### src/rtl/nabp_shifter_pkg.sv
// Shared constants and state encoding for the projection line sequencer.
// Mapper, line buffer and shifter all take their sizes from here.
package nabp_shifter_pkg;

    localparam int kNumShifts  = 128;
    localparam int kRamLatency = 2;

    typedef enum logic [2:0] {
        ready_s = 3'd0,
        kick_s  = 3'd1,
        shift_s = 3'd2,
        drain_s = 3'd3,
        done_s  = 3'd4
    } shifter_states;

endpackage

### src/rtl/nabp_delay_line.sv
// Fixed-depth 1-bit register delay line with synchronous active-low clear.
// Aligns the PE-column shift enable with line-buffer read data.
module nabp_delay_line #(
    parameter int kDepth = nabp_shifter_pkg::kRamLatency
) (
    input  logic clk,
    input  logic reset_n,
    input  logic i_d,
    output logic o_q
);
    import nabp_shifter_pkg::*;

    logic [kDepth-1:0] r_pipe;

    generate
        if (kDepth == 1) begin : g_single
            always_ff @(posedge clk) begin
                if (!reset_n) r_pipe <= '0;
                else          r_pipe <= i_d;
            end
        end else begin : g_multi
            always_ff @(posedge clk) begin
                if (!reset_n) r_pipe <= '0;
                else          r_pipe <= {r_pipe[kDepth-2:0], i_d};
            end
        end
    endgenerate

    assign o_q = r_pipe[kDepth-1];

endmodule

### src/rtl/nabp_shifter.sv
// Per-line sequencer: kick the mapper, issue kNumShifts stallable shift
// enables, drain the read pipeline, then pulse done.
//
// state   | meaning
// ready_s | idle, accepts sc_kick
// kick_s  | one-cycle mapper accumulator load
// shift_s | shift enable = !pe_stall, counting enabled cycles
// drain_s | read pipeline flush, kRamLatency cycles
// done_s  | one-cycle line completion pulse
module nabp_shifter #(
    parameter int kNumShifts  = nabp_shifter_pkg::kNumShifts,
    parameter int kRamLatency = nabp_shifter_pkg::kRamLatency
) (
    input  logic clk,
    input  logic reset_n,
    input  logic sc_kick,
    input  logic pe_stall,
    output logic sh_ready,
    output logic sh_kick,
    output logic sh_shift_en,
    output logic sh_done,
    output logic pe_shift_en
);
    import nabp_shifter_pkg::*;

    localparam int SW = $clog2(kNumShifts + 1);
    localparam int DW = $clog2(kRamLatency + 1);

    shifter_states r_state, w_next;
    logic [SW-1:0] r_shift_cnt, w_shift_nxt;
    logic [DW-1:0] r_drain_cnt, w_drain_nxt;

    always_ff @(posedge clk) begin
        if (!reset_n) begin
            r_state     <= ready_s;
            r_shift_cnt <= '0;
            r_drain_cnt <= '0;
        end else begin
            r_state     <= w_next;
            r_shift_cnt <= w_shift_nxt;
            r_drain_cnt <= w_drain_nxt;
        end
    end

    always_comb begin
        w_next      = r_state;
        w_shift_nxt = r_shift_cnt;
        w_drain_nxt = r_drain_cnt;
        sh_ready    = 1'b0;
        sh_kick     = 1'b0;
        sh_shift_en = 1'b0;
        sh_done     = 1'b0;
        case (r_state)
            ready_s: begin
                sh_ready = 1'b1;
                if (sc_kick) begin
                    w_next      = kick_s;
                    w_shift_nxt = '0;
                end
            end
            kick_s: begin
                sh_kick = 1'b1;
                w_next  = shift_s;
            end
            shift_s: begin
                sh_shift_en = !pe_stall;
                if (!pe_stall) begin
                    w_shift_nxt = r_shift_cnt + 1'b1;
                    if (r_shift_cnt == SW'(kNumShifts - 1)) begin
                        w_next      = drain_s;
                        w_drain_nxt = DW'(kRamLatency - 1);
                    end
                end
            end
            drain_s: begin
                if (r_drain_cnt == '0) w_next = done_s;
                else                   w_drain_nxt = r_drain_cnt - 1'b1;
            end
            done_s: begin
                sh_done = 1'b1;
                w_next  = ready_s;
            end
            default: w_next = ready_s;
        endcase
    end

    // Data addressed during a shift cycle arrives kRamLatency cycles later.
    nabp_delay_line #(.kDepth(kRamLatency)) u_delay (
        .clk     (clk),
        .reset_n (reset_n),
        .i_d     (sh_shift_en),
        .o_q     (pe_shift_en)
    );

endmodule
### config.mk
export PLATFORM = sky130hd
export DESIGN_NAME = nabp_shifter
export DESIGN_NICKNAME = d
export VERILOG_FILES = /design/src/rtl/nabp_shifter_pkg.sv /design/src/rtl/nabp_delay_line.sv /design/src/rtl/nabp_shifter.sv
export SDC_FILE = /design/constraint.sdc
export NUM_CORES = 1
export LEC_CHECK = 0
export ABC_AREA = 1
export BUFFER_PORTS_ARGS = -buffer_cell sky130_fd_sc_hd__buf_4
export CAP_MARGIN = 20
export CORE_UTILIZATION = 59
export DETAILED_ROUTE_END_ITERATION = 12
export PLACE_DENSITY = 0.8
export SYNTH_ARGS = -nofsm -noshare
export SYNTH_HDL_FRONTEND = slang
export SYNTH_SLANG_ARGS = --single-unit
### constraint.sdc
create_clock -name clk -period 1.8 [get_ports clk]
set_input_delay 0.54 -clock clk [delete_from_list [all_inputs] [get_ports clk]]
set_output_delay 0.54 -clock clk [all_outputs]
set_load 0.03 [all_outputs]
# After elaboration in Yosys (flattened, before gate mapping)
# Index checks and enable logic that the tools add are counted.
[totals] ff_bits=15 in_bits=4 output_inout_bits=5 elab_cells=40
[classes] add_sub_neg=2 n_eq_ne=10 n_mux=16 n_reduce_logical=8
[ops] operator="$mux W8" n=2
[ops] operator="$pmux W8 S2" n=1
[ops] operator="$mux W3" n=4
[ops] operator="$pmux W3 S4" n=1
[ops] operator="$ne A2 B2 Y1 const B" n=5
[ops] operator="$add A8 B1 Y8 const B" n=1
[ops] operator="$eq A8 B7 Y1 const B" n=1
[ops] operator="$reduce_and A4 Y1" n=2
[ops] operator="$eq A3 B2 Y1 const B" n=2
[ops] operator="$mux W2" n=3
[ops] operator="$mux W1" n=4
[ops] operator="$pmux W2 S2" n=1
[ops] operator="$reduce_bool A2 Y1" n=2
[ops] operator="$eq A3 B1 Y1 const B" n=1
[ops] operator="$eq A3 B3 Y1 const B" n=1
[ops] operator="$logic_not A3 Y1" n=1
[ops] operator="$reduce_and A3 Y1" n=1
[ops] operator="$logic_not A2 Y1" n=1
[ops] operator="$sub A2 B1 Y2 const B" n=1
[ops] operator="$logic_not A1 Y1" n=1

# Longest topological paths before layout
# Gate-level depths: netlist of run 1.
[logic_depth] ltp_word=4 ltp_mapped=9 mapped_depth_nobuf=9

# Cells and area by module
# Synthesis of run 1 repeated with hierarchy kept, for this count alone.
[hier_totals] cells_unflattened=130 hier_area_um2=835.8
[modules_own_cells] module="nabp_shifter" n_inst=1 cells_each=124 area_each_um2=780.7 seq_area_each_um2=260.2
[modules_own_cells] module="nabp_delay_line" n_inst=1 cells_each=6 area_each_um2=55.1 seq_area_each_um2=40.0

# Worst setup path after synthesis of run 1
# Ideal clock, no wire load.
[synth_path] path_kind="reg-to-output" startpoint="register r_state[2]" endpoint="output port sh_done" arrival_time_ns=1.105 required_time_ns=1.260 slack_ns=0.155 stages_incl_launch_ff=3 path_buffers=0 path_cell_list="dfxtp_1 -> inv_1 -> nor3_1"
[synth_via] elab_chain_cells=2
[synth_rtl] item="start: declaration" line_no="nabp_shifter.sv:29" text="shifter_states r_state, w_next;"
[synth_rtl] item="start signal: assignment" line_no="nabp_shifter.sv:35" text="r_state <= ready_s;"
[synth_rtl] item="start signal: assignment" line_no="nabp_shifter.sv:39" text="r_state <= w_next;"
[synth_rtl] item="$eq A3 B3 Y1" line_no="nabp_shifter.sv:53" text="case (r_state)"
[synth_rtl] item="$mux W1" line_no="nabp_shifter.sv:53"
[synth_rtl] item="end: declaration" line_no="nabp_shifter.sv:21" text="output logic sh_done,"
# No other way between the ends.

# Worst setup path after layout of run 1
[layout_path] startpoint="register r_state[0]" endpoint="output port sh_shift_en"
[layout_via] elab_chain_cells=2
[layout_rtl] item="$eq A3 B2 Y1" line_no="nabp_shifter.sv:53"
[layout_rtl] item="$mux W1" line_no="nabp_shifter.sv:53"
[layout_rtl] item="end: declaration" line_no="nabp_shifter.sv:20" text="output logic sh_shift_en,"
# No other way between the ends.

==> flow_metrics.py, run 1 <==
metrics = {
    "outcome": {
        "status": "completed",
    },
    "worst_hold_path": {
        "hold_depth": 2,
        "min_path_type": "reg -> reg",
        "holdPathEnd": "u_delay.r_pipe[1]",
        "hp-start": "u_delay.r_pipe[0]",
    },
    "pwr": {
        "p_int_w": 0.000748,
        "power_w": 0.00142,
        "switchingPower_w": 0.000677,
        "p_clk_share_pct": 14.1,
        "netSwitchingFraction_pct": 47.5,
        "p_per_area_nw_per_um2": 1500,
        "seqPwrFrac_pct": 32.3,
        "irDropWorstVdd_v": 0.00109,
        "power_leakage_nw": 0.471,
        "combPwrFrac_pct": 53.5,
    },
    "sta": {
        "tightestPinTransition_ns": 0.343,
        "period_needed_ns": 1.72,
        "finalHoldViolCount": 0,
        "period_share_pct": 95.6,
        "holdWs_ns": 0.426,
        "finalSetupViolations": 0,
        "rsz0062_at_grt": "false",
        "slew_violations": 0,
        "relSlewSlack_pct": 77.0,
        "skew_ns": 0.00247,
        "fmax_ghz": 0.581,
        "tns_ns": 0,
    },
    "synthesis": {
        "synthCells": 128,
        "synth_edf_count": 0,
        "synth.largest_area_cell": "dfxtp_1",
        "synth_top_area_share_pct": 35.5,
        "synth_area_leaders": "dfxtp_1 (36%), nand2_1 (16%), inv_1 (9.8%), nor2_1 (7.5%), nand3_1 (4.1%)",
        "synth_ff_type": "dfxtp_1",
        "synthesis.area_um2": 846,
        "ys_warn_count": 0,
        "seq_area_frac_synth_pct": 35.5,
        "post_synth.cell_area_avg_um2": 6.61,
        "ys_types": 24,
        "yosys-top-cells-count": "nand2_1 (35), inv_1 (22), nor2_1 (17)",
        "ys_async_sr_fraction_pct": 0,
        "ys_ff_latch": 15,
        "synth_nets": 134,
        "yosysMostFrequentCell": "nand2_1",
    },
    "routing": {
        "viasPerCell": 5.29,
        "wl_met3_um": 95,
        "wl_mm": 1.86,
        "met2_wirelength_um": 863,
        "first_pass_iters": 4,
        "num_vias": 815,
        "drc_errors": 0,
        "met1_length_um": 843,
        "top_layer_used": "met4",
        "dr.first_iter.drc_count": 24,
        "wire_per_inst_um": 12.1,
        "ant_nets": 0,
    },
    "cells_and_area": {
        "nets": 146,
        "drive_gt1_share_pct": 20.1,
        "fin_area_um2": 951,
        "post-route-util_pct": 72.2,
        "num-fill-cells": 112,
        "synthToLayoutAreaGrowth_pct": 12.4,
        "n_antenna_cell": 0,
    },
    "critical_path": {
        "slowest_delay_ns": 0.38,
        "path_max_fanout": 7,
        "start_kind": "flip-flop",
        "crit_path_end_kind": "output pin",
        "criticalPathCategory": "reg -> out",
        "worstReg2RegStart": "r_state[0]",
        "worstPathRequired_ns": 1.26,
        "ff2ff_path_depth": 8,
        "path_cells": "nor2_4 > nand2_4 > nor2_2 > buf_4",
        "arrival_ns": 1.18,
        "worst_path_max_delay_cell": "dfxtp_1",
        "crit_start": "r_state[0]",
        "reg2reg_to": "r_shift_cnt[5]",
        "reg2reg_slack_ns": 0.35,
    },
    "floorplan": {
        "io_pins": 9,
        "rows": 13,
        "die_h_um": 39.9,
        "fp.dieW_um": 39.9,
        "core_um2": 1320,
        "dieArea_um2": 1590,
        "start_util_pct": 64.2,
    },
    "global_route": {
        "grt_pass1_wl_mm": 2.75,
        "track_usage_pct": 26.6,
        "gr-total-overflow": 0,
        "grt_pass1_vias": 641,
        "antenna_found_initial": 0,
        "grt_max_degree": 13,
    },
    "cts": {
        "clk_pin_slew_worst_paths_ns": 0.09,
        "cts-htree-levels": 1,
        "cts_buffers": 3,
        "insertion_delay_ns": 0.29,
        "cts_tree": "done",
        "clk_path_buf_depth": 2,
        "root_buffer": "clkbuf_4",
        "clock-sinks": 15,
    },
    "run": {
        "maxCapViolCount": 0,
    },
    "placed_design": {
        "placed_area_um2": 908,
        "place_congestion": 0.857,
        "portBuffers": 8,
        "dp.final_hpwl_mm": 1.29,
    },
}
routing by layer:
layer  vias up  track usage (%)
li1        413                -
met4         0             14.7
met2        32             40.7
met1       361             34.9
met5         -                0
met3         9             3.98
through the flow:
stage / std cells / setup WS, ns
after detailed placement: 149 / 0.283
after CTS: 154 / 0.0232
after floorplan: 128 / 0.155
final: 154 / 0.0786
after global placement: 149 / 0.283
after global routing: 154 / 0.0123
sequential cells by signal, summed over array words and instances (netlist names):
register / flops
r_drain_cnt: 2
r_shift_cnt: 8
r_state: 3
u_delay.r_pipe: 2
cells in the final DEF (no fill, tap or decap), drive strengths merged, types with 2 or more instances in the layout:
master   n
nor2    21
a21oi    3
nand2   40
nand3    9
ha       2
dfxtp   15
nor3     3
buf      9
clkbuf   4
inv     23
o21ai    4
power groups by stage:
stage | clock network, W | logic, W | registers, W
floorplan | 0 | 0.000591 | 0.000429
global placement | 0 | 0.000694 | 0.000451
detailed placement | 0 | 0.000707 | 0.000454
CTS | 0.000202 | 0.000737 | 0.000449
global route | 0.000215 | 0.000829 | 0.000464
finish | 0.000202 | 0.000763 | 0.000461
how the worst max path moves through the flow:
| stage | slack, ns | cells after the start | endpoint |
|---|---|---|---|
| floorplan | 0.15 | 2 | sh_done |
| global placement | 0.28 | 3 | sh_shift_en |
| detailed placement | 0.28 | 3 | sh_shift_en |
| CTS | 0.02 | 4 | sh_shift_en |
| global route | 0.01 | 3 | sh_done |
| finish | 0.08 | 4 | sh_shift_en |
worst max-delay path, delay by kind of cell, from the launching register on:
kind	cells	cell delay, ns
buffers and inverters	1	0.17
flip-flops	1	0.38
AND/OR/NAND/NOR	3	0.35
cell type report:
type	instances	area (µm²)	share of cell area (%)
Timing Repair Buffer	9	67.6	7.11
Clock buffer	4	26.3	2.76
Tap cell	15	18.8	1.97
Multi-Input combinational cell	88	450	47.4
Sequential cell	15	302	31.7
Inverter	23	86.3	9.08
cells by family after synthesis:
logic type	count (synthesis)	share of synthesized area, %
AO/OA/AOI/OAI	9	5.92
AND/OR/NAND/NOR	76	42.5
XOR/XNOR	1	1.04
flip-flops	15	35.5
adder cells (fa/ha/maj)	2	2.96
buffers and inverters	25	12.1
timing repair:
action	CTS	global route
resized for setup	1	2
setup buffers	1	0
hold buffers	0	0
pin swaps	1	1
endpoints found under the setup margin	1	1
Note: power is estimated with default switching activity, not from simulation.
==> run 2, diff against run 1 <==
RECOVER_POWER = 25   (was not set)
==> run 2 against run 1 <==
Maximum frequency rose by 0.33%. Sequential cell count did not move. Utilization fell by 0.95 points. Critical endpoint unchanged.
==> flow_metrics.py, run 2 (synthesis gave the netlist of run 1 again) <==
metrics = {
    "worst_hold_path": {
        "hp-start": "u_delay.r_pipe[0]",
        "min_path_type": "reg -> reg",
    },
    "cts": {
        "cts-htree-levels": 1,
        "cts_hold_buf": 0,
        "clock-sinks": 15,
        "cts_buffers": 3,
        "clk_pin_slew_worst_paths_ns": 0.09,
        "cts_tree": "done",
        "insertion_delay_ns": 0.29,
        "clk_path_buf_depth": 2,
        "root_buffer": "clkbuf_4",
    },
    "run": {
        "maxCapViolCount": 0,
    },
    "outcome": {
        "status": "completed",
    },
    "routing": {
        "num_vias": 803,
        "viasPerCell": 5.21,
        "ant_nets": 0,
        "wl_mm": 1.86,
        "drc_errors": 0,
        "first_pass_iters": 4,
        "wire_per_inst_um": 12.1,
        "dr.first_iter.drc_count": 20,
    },
    "global_route": {
        "grt_pass1_wl_mm": 2.75,
        "antenna_found_initial": 0,
        "track_usage_pct": 26.6,
        "grt_max_degree": 13,
        "grt_pass1_vias": 641,
        "gr-total-overflow": 0,
    },
    "pwr": {
        "p_int_w": 0.000745,
        "combPwrFrac_pct": 53.3,
        "netSwitchingFraction_pct": 47.5,
        "seqPwrFrac_pct": 32.4,
        "irDropWorstVdd_v": 0.00109,
        "p_per_area_nw_per_um2": 1510,
        "p_clk_share_pct": 14.3,
        "switchingPower_w": 0.000674,
        "power_leakage_nw": 0.462,
    },
    "floorplan": {
        "dieArea_um2": 1590,
        "die_h_um": 39.9,
        "rows": 13,
        "io_pins": 9,
        "fp.dieW_um": 39.9,
        "start_util_pct": 64.2,
        "core_um2": 1320,
    },
    "sta": {
        "holdWs_ns": 0.426,
        "tns_ns": 0,
        "fmax_ghz": 0.583,
        "skew_ns": 0.00501,
        "rsz0062_at_grt": "false",
        "slew_violations": 0,
        "period_share_pct": 95.3,
        "finalHoldViolCount": 0,
        "relSlewSlack_pct": 62.3,
        "period_needed_ns": 1.72,
        "finalSetupViolations": 0,
        "tightestPinTransition_ns": 0.561,
    },
    "cells_and_area": {
        "num-fill-cells": 112,
        "synthToLayoutAreaGrowth_pct": 10.9,
        "nets": 146,
        "fin_area_um2": 938,
        "drive_gt1_share_pct": 18.0,
        "n_antenna_cell": 0,
        "reg_top3": "r_shift_cnt x8, r_state x3",
        "largest_reg_flops": 8,
        "sequential_cell_area_um2": 302,
        "largest-register": "r_shift_cnt",
        "layout_commonest_cell": "nand2_1",
        "mostFrequentLayoutCells": "nand2_1 (35), inv_1 (22), nor2_1 (16)",
        "multi_input_comb_area_um2": 445,
    },
    "critical_path": {
        "slowest_delay_ns": 0.38,
        "criticalPathCategory": "reg -> out",
        "crit_path_end_kind": "output pin",
        "worst_path_max_delay_cell": "dfxtp_1",
        "worstReg2RegStart": "r_state[0]",
        "worstPathRequired_ns": 1.26,
        "crit_start": "r_state[0]",
        "arrival_ns": 1.18,
        "path_max_fanout": 7,
        "start_kind": "flip-flop",
        "path_cells": "nor2_4 > nand2_4 > nor2_2 > buf_4",
    },
    "placed_design": {
        "placed_area_um2": 908,
        "portBuffers": 8,
        "place_congestion": 0.857,
        "dp.final_hpwl_mm": 1.29,
    },
}
-- run 2: cell count changes in the layout (fill, tap and decap cells not counted) --
cell | previous run | this run
nor3_1 | 2 | 3
buf_4 | 9 | 7
nor3_2 | 1 | 0
clkbuf_1 | 1 | 3
-- run 2: final timing paths --
| kind | to | slack (ns) | cells after the start |
|---|---|---|---|
| setup / recovery | sh_shift_en | 0.08 | 4 |
| hold / removal | u_delay.r_pipe[1] | 0.43 | 2 |
| setup reg to reg | r_shift_cnt[5] | 0.37 | 8 |
| hold reg to reg | u_delay.r_pipe[1] | 0.43 | 2 |
-- run 2: power by group through the flow --
stage / registers (W) / logic (W) / clock network [W]
floorplan: 0.000429 / 0.000591 / 0
global placement: 0.000451 / 0.000694 / 0
detailed placement: 0.000454 / 0.000707 / 0
CTS: 0.000449 / 0.000737 / 0.000202
global route: 0.000464 / 0.000826 / 0.000215
finish: 0.000459 / 0.000757 / 0.000203
-- run 2: area by class of cell --
type                       instances  area share [%]
clock buffer                       4            2.80
inverter                          23            9.20
multi-input combinational         88            47.5
sequential                        15            32.1
tap                               15            2.00
timing repair buffer               9            6.40
-- run 2: per-layer routing --
metal | track usage (%) | vias up | share of wire [%]
met2 | 40.7 | 30 | 46
met5 | 0 | - | 0
li1 | - | 411 | -
met3 | 3.98 | 7 | 4.3
met4 | 14.7 | 0 | 3.2
met1 | 34.9 | 355 | 46
-- run 2: critical path, delay by kind of cell, from the launching register on --
family                 cells  cell delay, ns
flip-flops                 1            0.38
AND/OR/NAND/NOR            3            0.34
buffers and inverters      1            0.17
-- run 2: metrics by stage --
step	util (%)	setup slack, ns	cells	power [W]
2_1_floorplan	-	0.155	128	0.00102
3_3_place_gp	68.9	0.283	149	0.00114
3_5_place_dp	68.9	0.283	149	0.00116
4_1_cts	71.6	0.0232	154	0.00139
5_1_grt	71.2	0.0123	154	0.00151
6_report	71.2	0.0843	154	0.00142
-- run 2: timing repair --
item                       CTS  global route
pin swaps                    1             1
resized for setup            1             2
setup buffers                1             0
setup endpoints to repair    1             1
